[src/rtl/lsu_pkg.sv]
// lsu_pkg: shared types, constants and helpers for the load/store unit.
//   lsu_state_t  : access FSM states
//   MASK_B/H/W   : request size masks (byte, half, word)
//   norm_mask    : any unsupported mask is treated as a word access
//   misaligned   : true when the low address bits break the size alignment
//   force_align  : clears the low address bits that break alignment
package lsu_pkg;

    typedef enum logic [1:0] {
        IDLE,
        REQ,
        WAIT_R,
        DONE
    } lsu_state_t;

    localparam logic [3:0] MASK_B = 4'b0001;
    localparam logic [3:0] MASK_H = 4'b0011;
    localparam logic [3:0] MASK_W = 4'b1111;

    function automatic logic [3:0] norm_mask(input logic [3:0] mask);
        return ((mask == MASK_B) || (mask == MASK_H)) ? mask : MASK_W;
    endfunction

    function automatic logic misaligned(input logic [3:0] mask, input logic [1:0] off);
        case (mask)
            MASK_H:  return off[0];
            MASK_W:  return (off != 2'b00);
            default: return 1'b0;
        endcase
    endfunction

    function automatic logic [1:0] force_align(input logic [3:0] mask, input logic [1:0] off);
        case (mask)
            MASK_H:  return {off[1], 1'b0};
            MASK_W:  return 2'b00;
            default: return off;
        endcase
    endfunction

endpackage

[src/rtl/lsu_align.sv]
// lsu_align: combinational byte-lane logic for the load/store unit.
// Ports:
//   mask       in  4   normalised size mask (MASK_B/H/W)
//   off        in  2   byte offset within the word (already alignment-adjusted)
//   sext       in  1   sign-extend byte/half loads
//   wdata      in  32  store data, LSBs significant
//   rdata      in  32  raw bus read word
//   be         out 4   byte enables = mask << off
//   lane_wdata out 32  store data replicated across all lanes of its size
//   load_data  out 32  extracted and extended load value
module lsu_align
    import lsu_pkg::*;
(
    input  logic [3:0]  mask,
    input  logic [1:0]  off,
    input  logic        sext,
    input  logic [31:0] wdata,
    input  logic [31:0] rdata,
    output logic [3:0]  be,
    output logic [31:0] lane_wdata,
    output logic [31:0] load_data
);

    logic [31:0] shifted;

    always_comb begin
        be         = mask << off;
        shifted    = rdata >> {off, 3'b000};
        lane_wdata = wdata;
        load_data  = shifted;
        case (mask)
            MASK_B: begin
                lane_wdata = {4{wdata[7:0]}};
                load_data  = {{24{sext & shifted[7]}}, shifted[7:0]};
            end
            MASK_H: begin
                lane_wdata = {2{wdata[15:0]}};
                load_data  = {{16{sext & shifted[15]}}, shifted[15:0]};
            end
            default: begin
                lane_wdata = wdata;
                load_data  = shifted;
            end
        endcase
    end

endmodule

[src/rtl/load_store_unit.sv]
// load_store_unit: responder for core data-memory requests. Registers the
// request, runs one valid/ready bus transaction, aligns byte lanes, returns
// the extended load value and stalls the core until done_o.
// Optional build macro: LSU_MISALIGN_ERR_EN -- misaligned half/word requests
// skip the bus and complete with err_o. Without it the offending low address
// bits are forced to zero.
// Parameter: TIMEOUT_CYCLES (1..65535) max cycles in REQ+WAIT_R.
// Ports:
//   clk, reset_n_i                       clock, async active-low reset
//   req_valid_i/we/addr/mask/sext/wdata  core request
//   stall_o, done_o, rdata_o, err_o      core response
//   bus_valid_o/ready_i/we/addr/be/wdata bus command channel
//   bus_rvalid_i, bus_rdata_i            bus read return
module load_store_unit
    import lsu_pkg::*;
#(
    parameter int unsigned TIMEOUT_CYCLES = 255
) (
    input  logic        clk,
    input  logic        reset_n_i,
    input  logic        req_valid_i,
    input  logic        req_we_i,
    input  logic [31:0] req_addr_i,
    input  logic [3:0]  req_mask_i,
    input  logic        req_sext_i,
    input  logic [31:0] req_wdata_i,
    output logic        stall_o,
    output logic        done_o,
    output logic [31:0] rdata_o,
    output logic        err_o,
    output logic        bus_valid_o,
    input  logic        bus_ready_i,
    output logic        bus_we_o,
    output logic [31:0] bus_addr_o,
    output logic [3:0]  bus_be_o,
    output logic [31:0] bus_wdata_o,
    input  logic        bus_rvalid_i,
    input  logic [31:0] bus_rdata_i
);

    lsu_state_t  state;
    logic        r_we;
    logic [29:0] r_word;
    logic [1:0]  r_off;
    logic [3:0]  r_mask;
    logic        r_sext;
    logic [31:0] r_wdata;
    logic [15:0] tmo_cnt;
    logic [31:0] rdata_q;
    logic        err_q;
    logic        done_q;

    logic [3:0]  cap_mask;
    logic [1:0]  cap_off;
    logic        tmo_hit;
    logic [3:0]  al_be;
    logic [31:0] al_wdata;
    logic [31:0] al_load;

    assign cap_mask = norm_mask(req_mask_i);
`ifdef LSU_MISALIGN_ERR_EN
    assign cap_off  = req_addr_i[1:0];
`else
    assign cap_off  = force_align(cap_mask, req_addr_i[1:0]);
`endif

    // >= rather than == so a load accepted on the last allowed cycle still
    // times out in WAIT_R instead of waiting forever.
    assign tmo_hit = (({1'b0, tmo_cnt} + 17'd1) >= 17'(TIMEOUT_CYCLES));

    lsu_align u_align (
        .mask       (r_mask),
        .off        (r_off),
        .sext       (r_sext),
        .wdata      (r_wdata),
        .rdata      (bus_rdata_i),
        .be         (al_be),
        .lane_wdata (al_wdata),
        .load_data  (al_load)
    );

    always_ff @(posedge clk or negedge reset_n_i) begin
        if (!reset_n_i) begin
            state   <= IDLE;
            r_we    <= 1'b0;
            r_word  <= '0;
            r_off   <= '0;
            r_mask  <= '0;
            r_sext  <= 1'b0;
            r_wdata <= '0;
            tmo_cnt <= '0;
            rdata_q <= '0;
            err_q   <= 1'b0;
            done_q  <= 1'b0;
        end else begin
            case (state)
                IDLE: begin
                    if (req_valid_i) begin
                        r_we    <= req_we_i;
                        r_word  <= req_addr_i[31:2];
                        r_off   <= cap_off;
                        r_mask  <= cap_mask;
                        r_sext  <= req_sext_i;
                        r_wdata <= req_wdata_i;
                        tmo_cnt <= '0;
`ifdef LSU_MISALIGN_ERR_EN
                        if (misaligned(cap_mask, req_addr_i[1:0])) begin
                            state   <= DONE;
                            done_q  <= 1'b1;
                            err_q   <= 1'b1;
                            rdata_q <= '0;
                        end else begin
                            state <= REQ;
                        end
`else
                        state <= REQ;
`endif
                    end
                end
                REQ: begin
                    tmo_cnt <= tmo_cnt + 16'd1;
                    if (bus_ready_i) begin
                        if (r_we) begin
                            state   <= DONE;
                            done_q  <= 1'b1;
                            err_q   <= 1'b0;
                            rdata_q <= '0;
                        end else begin
                            state <= WAIT_R;
                        end
                    end else if (tmo_hit) begin
                        state   <= DONE;
                        done_q  <= 1'b1;
                        err_q   <= 1'b1;
                        rdata_q <= '0;
                    end
                end
                WAIT_R: begin
                    tmo_cnt <= tmo_cnt + 16'd1;
                    if (bus_rvalid_i) begin
                        state   <= DONE;
                        done_q  <= 1'b1;
                        err_q   <= 1'b0;
                        rdata_q <= al_load;
                    end else if (tmo_hit) begin
                        state   <= DONE;
                        done_q  <= 1'b1;
                        err_q   <= 1'b1;
                        rdata_q <= '0;
                    end
                end
                DONE: begin
                    state  <= IDLE;
                    done_q <= 1'b0;
                    err_q  <= 1'b0;
                end
                default: state <= IDLE;
            endcase
        end
    end

    always_comb begin
        case (state)
            IDLE:       stall_o = req_valid_i;
            REQ,
            WAIT_R:     stall_o = 1'b1;
            default:    stall_o = 1'b0;
        endcase
    end

    // Bus fields are only driven while the command is valid.
    assign bus_valid_o = (state == REQ);
    assign bus_we_o    = bus_valid_o & r_we;
    assign bus_addr_o  = bus_valid_o ? {r_word, 2'b00} : '0;
    assign bus_be_o    = bus_valid_o ? al_be : '0;
    assign bus_wdata_o = bus_valid_o ? al_wdata : '0;

    assign done_o  = done_q;
    assign err_o   = err_q;
    assign rdata_o = rdata_q;

endmodule

[config.mk]
export PLATFORM = sky130hd
export DESIGN_NAME = load_store_unit
export DESIGN_NICKNAME = d
export VERILOG_FILES = /design/src/rtl/lsu_pkg.sv /design/src/rtl/lsu_align.sv /design/src/rtl/load_store_unit.sv
export SDC_FILE = /design/constraint.sdc
export NUM_CORES = 1
export LEC_CHECK = 0
export CELL_PAD_IN_SITES_DETAIL_PLACEMENT = 0
export CELL_PAD_IN_SITES_GLOBAL_PLACEMENT = 1
export CORE_ASPECT_RATIO = 0.5
export CORE_MARGIN = 3
export CORE_UTILIZATION = 35
export DETAILED_ROUTE_END_ITERATION = 6
export GPL_ROUTABILITY_DRIVEN = 0
export PLACE_DENSITY = 0.84
export RECOVER_POWER = 25
export REMOVE_ABC_BUFFERS = 1
export SLEW_MARGIN = 20
export SYNTH_ARGS = -nofsm -noshare
export SYNTH_HDL_FRONTEND = slang
export SYNTH_SLANG_ARGS = --single-unit
[constraint.sdc]
create_clock -name clk -period 3.5 [get_ports clk]
set_input_delay 0.875 -clock clk [delete_from_list [all_inputs] [get_ports clk]]
set_output_delay 0.875 -clock clk [all_outputs]
set_load 0.005 [all_outputs]
Word-level counts from Yosys, hierarchy flattened
Index checks and enable logic that the tools add are counted.
- output and inout port bits: 105
- bits in read-only memories: 0
- input port bits: 107
- latch bits: 0
- register bits: 122
- logic and storage cells: 71
- memories kept: 0
- memory bits (writable): 0
- multipliers: 0
- muxes and demuxes: 31
- reductions and logical operators: 10
- equality and inequality tests: 11
- order comparisons: 1
- bitwise gates (word level): 3
- $add $sub $neg: 2
- divide/modulo/power cells: 0
- shifts and indexed selects: 2
- operator list (operator ; count):
    two-way mux 32 bit ; 6
    one-hot mux 32 bit (2 select lines) ; 3
    one-hot mux 16 bit (2 select lines) ; 1
    >> shifter 32 x 5 -> 32 bit ; 1
    adder 16 x 1 -> 17 bit (second input constant) ; 1
    >= comparator 17 x 8 -> 1 bit (second input constant) ; 1
    adder 16 x 1 -> 16 bit (second input constant) ; 1
    two-way mux 16 bit ; 1
    equality test 4 x 2 -> 1 bit (second input constant) ; 3
    two-way mux 1 bit ; 9
    equality test 4 x 1 -> 1 bit (second input constant) ; 2
    two-way mux 2 bit ; 4
    two-way mux 4 bit ; 2
    one-hot mux 2 bit (4 select lines) ; 1
    AND reduction 2 bit ; 4
    one-hot mux 1 bit (3 select lines) ; 2
    equality test 2 bit (second input constant) ; 2
    equality test 4 bit (second input constant) ; 1
    one-hot mux 2 bit (2 select lines) ; 1
    nonzero test 2 bit ; 2
    << shifter 4 x 2 -> 4 bit ; 1
    bitwise AND 1 bit ; 3
    != test 3 x 2 -> 1 bit (second input constant) ; 1
    nonzero test 3 bit ; 1
    6 further kinds ; 6

Longest topological paths before layout
- depth after elaboration: 5
- mapped depth: 9
- mapped depth without buffers: 8

Hierarchy
From an unflattened synthesis, not the netlist that was laid out.
- cell total of the unflattened synthesis: 656
- area total of the unflattened synthesis: 6989.2 um^2
- by module, submodules not included (module ; cells an instance ; times used ; area an instance (um^2) ; seq. area each (um^2)):
    load_store_unit ; 488 ; 1 ; 5710.5 ; 3052.9
    lsu_align ; 168 ; 1 ; 1278.7 ; 0.0

Least setup slack after synthesis
Ideal clock, no wire load.
- path kind: register to output
- start: register r_off[1]
- end: output port bus_be_o[3]
- arrival: 1.677 ns
- path buffers: 2
- required time: 2.625 ns
- cell stages (with the launch flop): 5
- slack: 0.948 ns
- cell sequence: dfrtp_1 -> clkbuf_1 -> clkbuf_1 -> mux2_2 -> o211a_1
- word-level cells in the longest chain between the ends: 2
- RTL lines (what ; line ; RTL):
    start, declared ; load_store_unit.sv:44 ; logic [1:0] r_off;
    start signal, assigned ; load_store_unit.sv:101 ; r_off <= cap_off;
    << shifter 4 x 2 -> 4 bit ; lsu_align.sv:27 ; be = mask << off;
    two-way mux 4 bit ; load_store_unit.sv:175 ; assign bus_be_o = bus_valid_o ? al_be : '0;
    end, declared ; load_store_unit.sv:35 ; output logic [3:0] bus_be_o,
Every way passes these cells.

Final worst setup path
- start: register r_mask[1]
- end: output port bus_wdata_o[10]
- word-level cells in the longest chain between the ends: 3
- elaborated cells between the ends (all ways): 4
- classes of those cells: eq/ne (2); mux (2)
- RTL lines (what ; line ; RTL):
    start, declared ; load_store_unit.sv:45 ; logic [3:0] r_mask;
    start signal, assigned ; load_store_unit.sv:102 ; r_mask <= cap_mask;
    equality test 4 x 2 -> 1 bit or equality test 4 x 1 -> 1 bit (tied branches) ; lsu_align.sv:31 ; case (mask)
    one-hot mux 32 bit (2 select lines) (*) ; lsu_align.sv:31 ;
    two-way mux 32 bit (*) ; load_store_unit.sv:176 ; assign bus_wdata_o = bus_valid_o ? al_wdata : '0;
    end, declared ; load_store_unit.sv:36 ; output logic [31:0] bus_wdata_o,
Mark *: on every way between the ends. The rest lies on a longest branch, timed or not.

==> flow_metrics.tcl <==
set metrics [dict create \
    power.clock.fraction_pct 24.6 \
    critical_path.startpoint_type "flop" \
    worst_skew_pair.late_latency_ps 410 \
    routedWlPerCell_um 17.6 \
    internal_power_w 0.00542 \
    global_route.overflow_total 0 \
    design.die.area_um2 21000 \
    num_io_pins 212 \
    num-fill-cells 1689 \
    yosys_warnings 0 \
    synth-async-reset-ratio_pct 100 \
    place_hpwl_mm 14.0 \
    rows 35 \
    grt_busiest_layer "met2" \
    netlist_area_um2 6710 \
    yosys-top-cells-area "dfrtp_1, mux2_2, nand2_1" \
    fin_skew_ps 10.2 \
    cts_tree "yes" \
    ratio_of_cells_with_drive_above_1_in_the_final_layout_pct 14.9 \
    route.vias.total 5836 \
    first_global_vias 6076 \
    fmaxAchievable_mhz 297 \
    timing.final.setup_violations 0 \
    maxSlewHeadroom_pct -53.7 \
    grt_use_met2_pct 32.6 \
    tightest_slew_ps 2310 \
    unrepaired_setup_endpoints_after_global_routing "no" \
    post_layout_nonfiller_instances 1139 \
    hold_vio_cnt_final 0 \
    drt_pass1_iterations 5 \
    ys_seq_elements 122 \
    antenna_found_initial 0 \
    crit_path_max_fo 11 \
    outcome "complete, but fails checks" \
    timing.critical_path.buf_inv 2 \
    timing.final.crit_share_pct 96.1 \
    seq_total_area_yosys_pct 45.5 \
    class_of_the_tightest_hold_or_removal_check "reg2reg" \
    period_needed_ps 3360 \
    clock_path_buffers 2 \
    remaining_drc_errors 0 \
    delay_of_the_slowest_cell_on_the_worst_path_ps 650 \
    failed_checks "max-capacitance violations, max-slew violations" \
    vdd.ir_drop.worst_mv 0.450 \
    grt_max_degree 68 \
    sw_frac_of_total_pct 32.7 \
    maxCapViolations 1 \
    fin_setup_tns_ps 0 \
    grt_use_total_pct 19.1 \
    root_buffer "clkbuf_16" \
    maxSlewViolCount 40 \
    worst_path_max_delay_cell "dfrtp_1" \
    power.switching_w 0.00263 \
    final_antenna_net_count 0 \
    clk_pin_slew_worst_paths_ps 60 \
    syn_to_final_growth_pct 46.1 \
    viasPerCell 5.12 \
    comb_power_share_pct 44.8 \
    dominant_register_cell_in_the_synthesized_netlist "dfrtp_1" \
    end_kind "output port" \
    synthesis.instances 664 \
    timing.critical_path.required_ps 2620 \
    clock_sink_count 122 \
    drt_first_iter_violations 300 \
    met3_usage_grt_pct 5.44 \
    post_synth.cell_area_avg_um2 10.1 \
    path_delay_family "buffers and inverters" \
    chipHeight_um 104 \
    cp.arrival_ps 2490 \
    starting_density_of_the_core_pct 36.1 \
    n_antenna_cell 0 \
    cts_made_buffers 17 \
    coreArea_um2 18600 \
    critical_path.cell_chain "nand2b_1 -> buf_4 -> nand2_1 -> a21boi_0 -> clkdlybuf4s50_1" \
    numPortBuffers 209 \
    synth_largest_type_area_fraction_pct 45.5 \
    cts-htree-levels 4 \
    wl_mm 20.0 \
    die_w_um 202 \
    grt_pass1_wl_mm 32.3 \
    synth_top_area_cell "dfrtp_1" \
    fin_nets 981 \
    power_per_cell_area_nw_per_um2 821 \
    timing_worst_setup_path_type "reg2out" \
    groute.layer.met1.usage_pct 23.5 \
    leakagePower_nw 4.08 \
    netlist_cell_types 56 \
    placed_cells_incl_taps 1106 \
    synth_enable_flop_cells 0 \
    register_share_of_total_power_pct 30.6 \
]
per-layer routing:
layer  part of all wire (%)  wire (µm)  vias up
li1                       -          -     2774
met1                     43       8560     2910
met2                     50       9990      131
met3                    5.6       1120       21
met4                    1.8        365        0
met5                      0          0        -
logic make-up after synthesis:
logic type / Yosys count / share of synthesized area [%]
adder cells (fa/ha/maj): 7 / 1.31
flip-flops: 122 / 45.5
multiplexers: 94 / 15.2
XOR/XNOR: 3 / 0.392
buffers and inverters: 60 / 3.77
AO/OA/AOI/OAI: 168 / 17.7
other: 1 / 0.0559
AND/OR/NAND/NOR: 209 / 16.0
synthesized netlist by cell type, drive strengths merged (2+ instances only):
| cell type | n |
|---|---|
| mux2i | 29 |
| or4 | 2 |
| and2 | 43 |
| nor2b | 12 |
| o2bb2ai | 7 |
| nor3 | 4 |
| nand3b | 2 |
| or3 | 2 |
| mux2 | 65 |
| o31ai | 10 |
| buf | 15 |
| a21boi | 17 |
| nand4 | 6 |
| o21ai | 42 |
| o211a | 9 |
| nand3 | 12 |
| nand2 | 89 |
| a211o | 17 |
| ha | 7 |
| o21a | 4 |
| nand2b | 4 |
| inv | 14 |
| nor4 | 2 |
| nor3b | 3 |
| nor2 | 23 |
| and3 | 3 |
| clkbuf | 31 |
| a22o | 18 |
| a21oi | 25 |
| dfrtp | 122 |
| a211oi | 9 |
| xnor2 | 2 |
path summary, 6_finish.rpt:
kind | startpoint | endpoint | slack (ps) | depth (start not counted)
min in group asynchronous | reset_n_i | rdata_o[4] | 1160 | 1
worst max-delay path | r_mask[1] | bus_wdata_o[10] | 140 | 5
worst min-delay path | rdata_o[9] | rdata_o[9] | 490 | 1
worst min register to register | rdata_o[9] | rdata_o[9] | 490 | 1
max in group asynchronous | reset_n_i | r_word[5] | 970 | 2
worst max register to register | tmo_cnt[0] | rdata_o[6] | 650 | 7
power by group through the flow:
stage          Sequential (W)  Combinational (W)  Clock [W]
3_3_place_gp          0.00244            0.00355          0
5_1_grt               0.00255            0.00395    0.00209
3_5_place_dp          0.00247            0.00359          0
4_1_cts               0.00246            0.00362    0.00202
2_1_floorplan         0.00240            0.00183          0
6_report              0.00246            0.00361    0.00198
per-stage QoR:
| step | power (W) | hold slack [ps] | cell area, µm² | util (%) | setup WS, ps |
|---|---|---|---|---|---|
| global placement | 0.00598 | 474 | 9120 | 49.0 | 376 |
| global route | 0.00860 | 507 | 9810 | 52.7 | 41.9 |
| floorplan | 0.00423 | 470 | 6510 | - | 205 |
| finish | 0.00805 | 493 | 9810 | 52.7 | 138 |
| CTS | 0.00809 | 451 | 9780 | 52.5 | 48.9 |
| detailed placement | 0.00606 | 478 | 9120 | 49.0 | 373 |
timing repair:
item	CTS	global route
buffers inserted	0	1
setup endpoints to repair	0	27
hold buffers	0	0
gates resized for setup	0	3
flip-flops by register name (all words and copies together), names as in the netlist, 2 cells and up:
name and count:
r_mask 4, r_wdata 32, r_off 2, state 2, r_word 30, tmo_cnt 16
rdata_o 32
layout make-up:
| class | count | area [µm²] | area share [%] |
|---|---|---|---|
| Clock buffer | 21 | 470 | 4.80 |
| Tap cell | 259 | 324 | 3.30 |
| Clock inverter | 11 | 191 | 1.95 |
| Sequential cell | 122 | 3050 | 31.1 |
| Timing Repair Buffer | 229 | 2270 | 23.2 |
| Inverter | 14 | 56.3 | 0.574 |
| Multi-Input combinational cell | 483 | 3440 | 35.1 |
cells in the final DEF, fill, tap and decap left out, types with 7 or more instances in the layout:
cell,n
o2bb2ai_1,7
nand2_1,89
nand3_1,11
dfrtp_1,122
nor2b_1,12
and2_1,42
a21oi_1,25
clkbuf_16,17
a22o_1,18
o31ai_1,10
mux2i_1,29
clkdlybuf4s50_1,208
buf_4,17
a21boi_0,17
o211a_1,9
o21ai_0,41
a211o_1,17
a211oi_1,8
nor2_1,20
mux2_2,65
inv_1,13
worst reg2reg max path: stages, from the launching register on:
cell and delay, ps:
dfrtp_1 480, ha_1 400, nand3b_1 120, a22o_1 220, a2111oi_0 650, a2111o_1 350, o21bai_4 230, a22o_1 290
(Power assumes the default switching activity.)
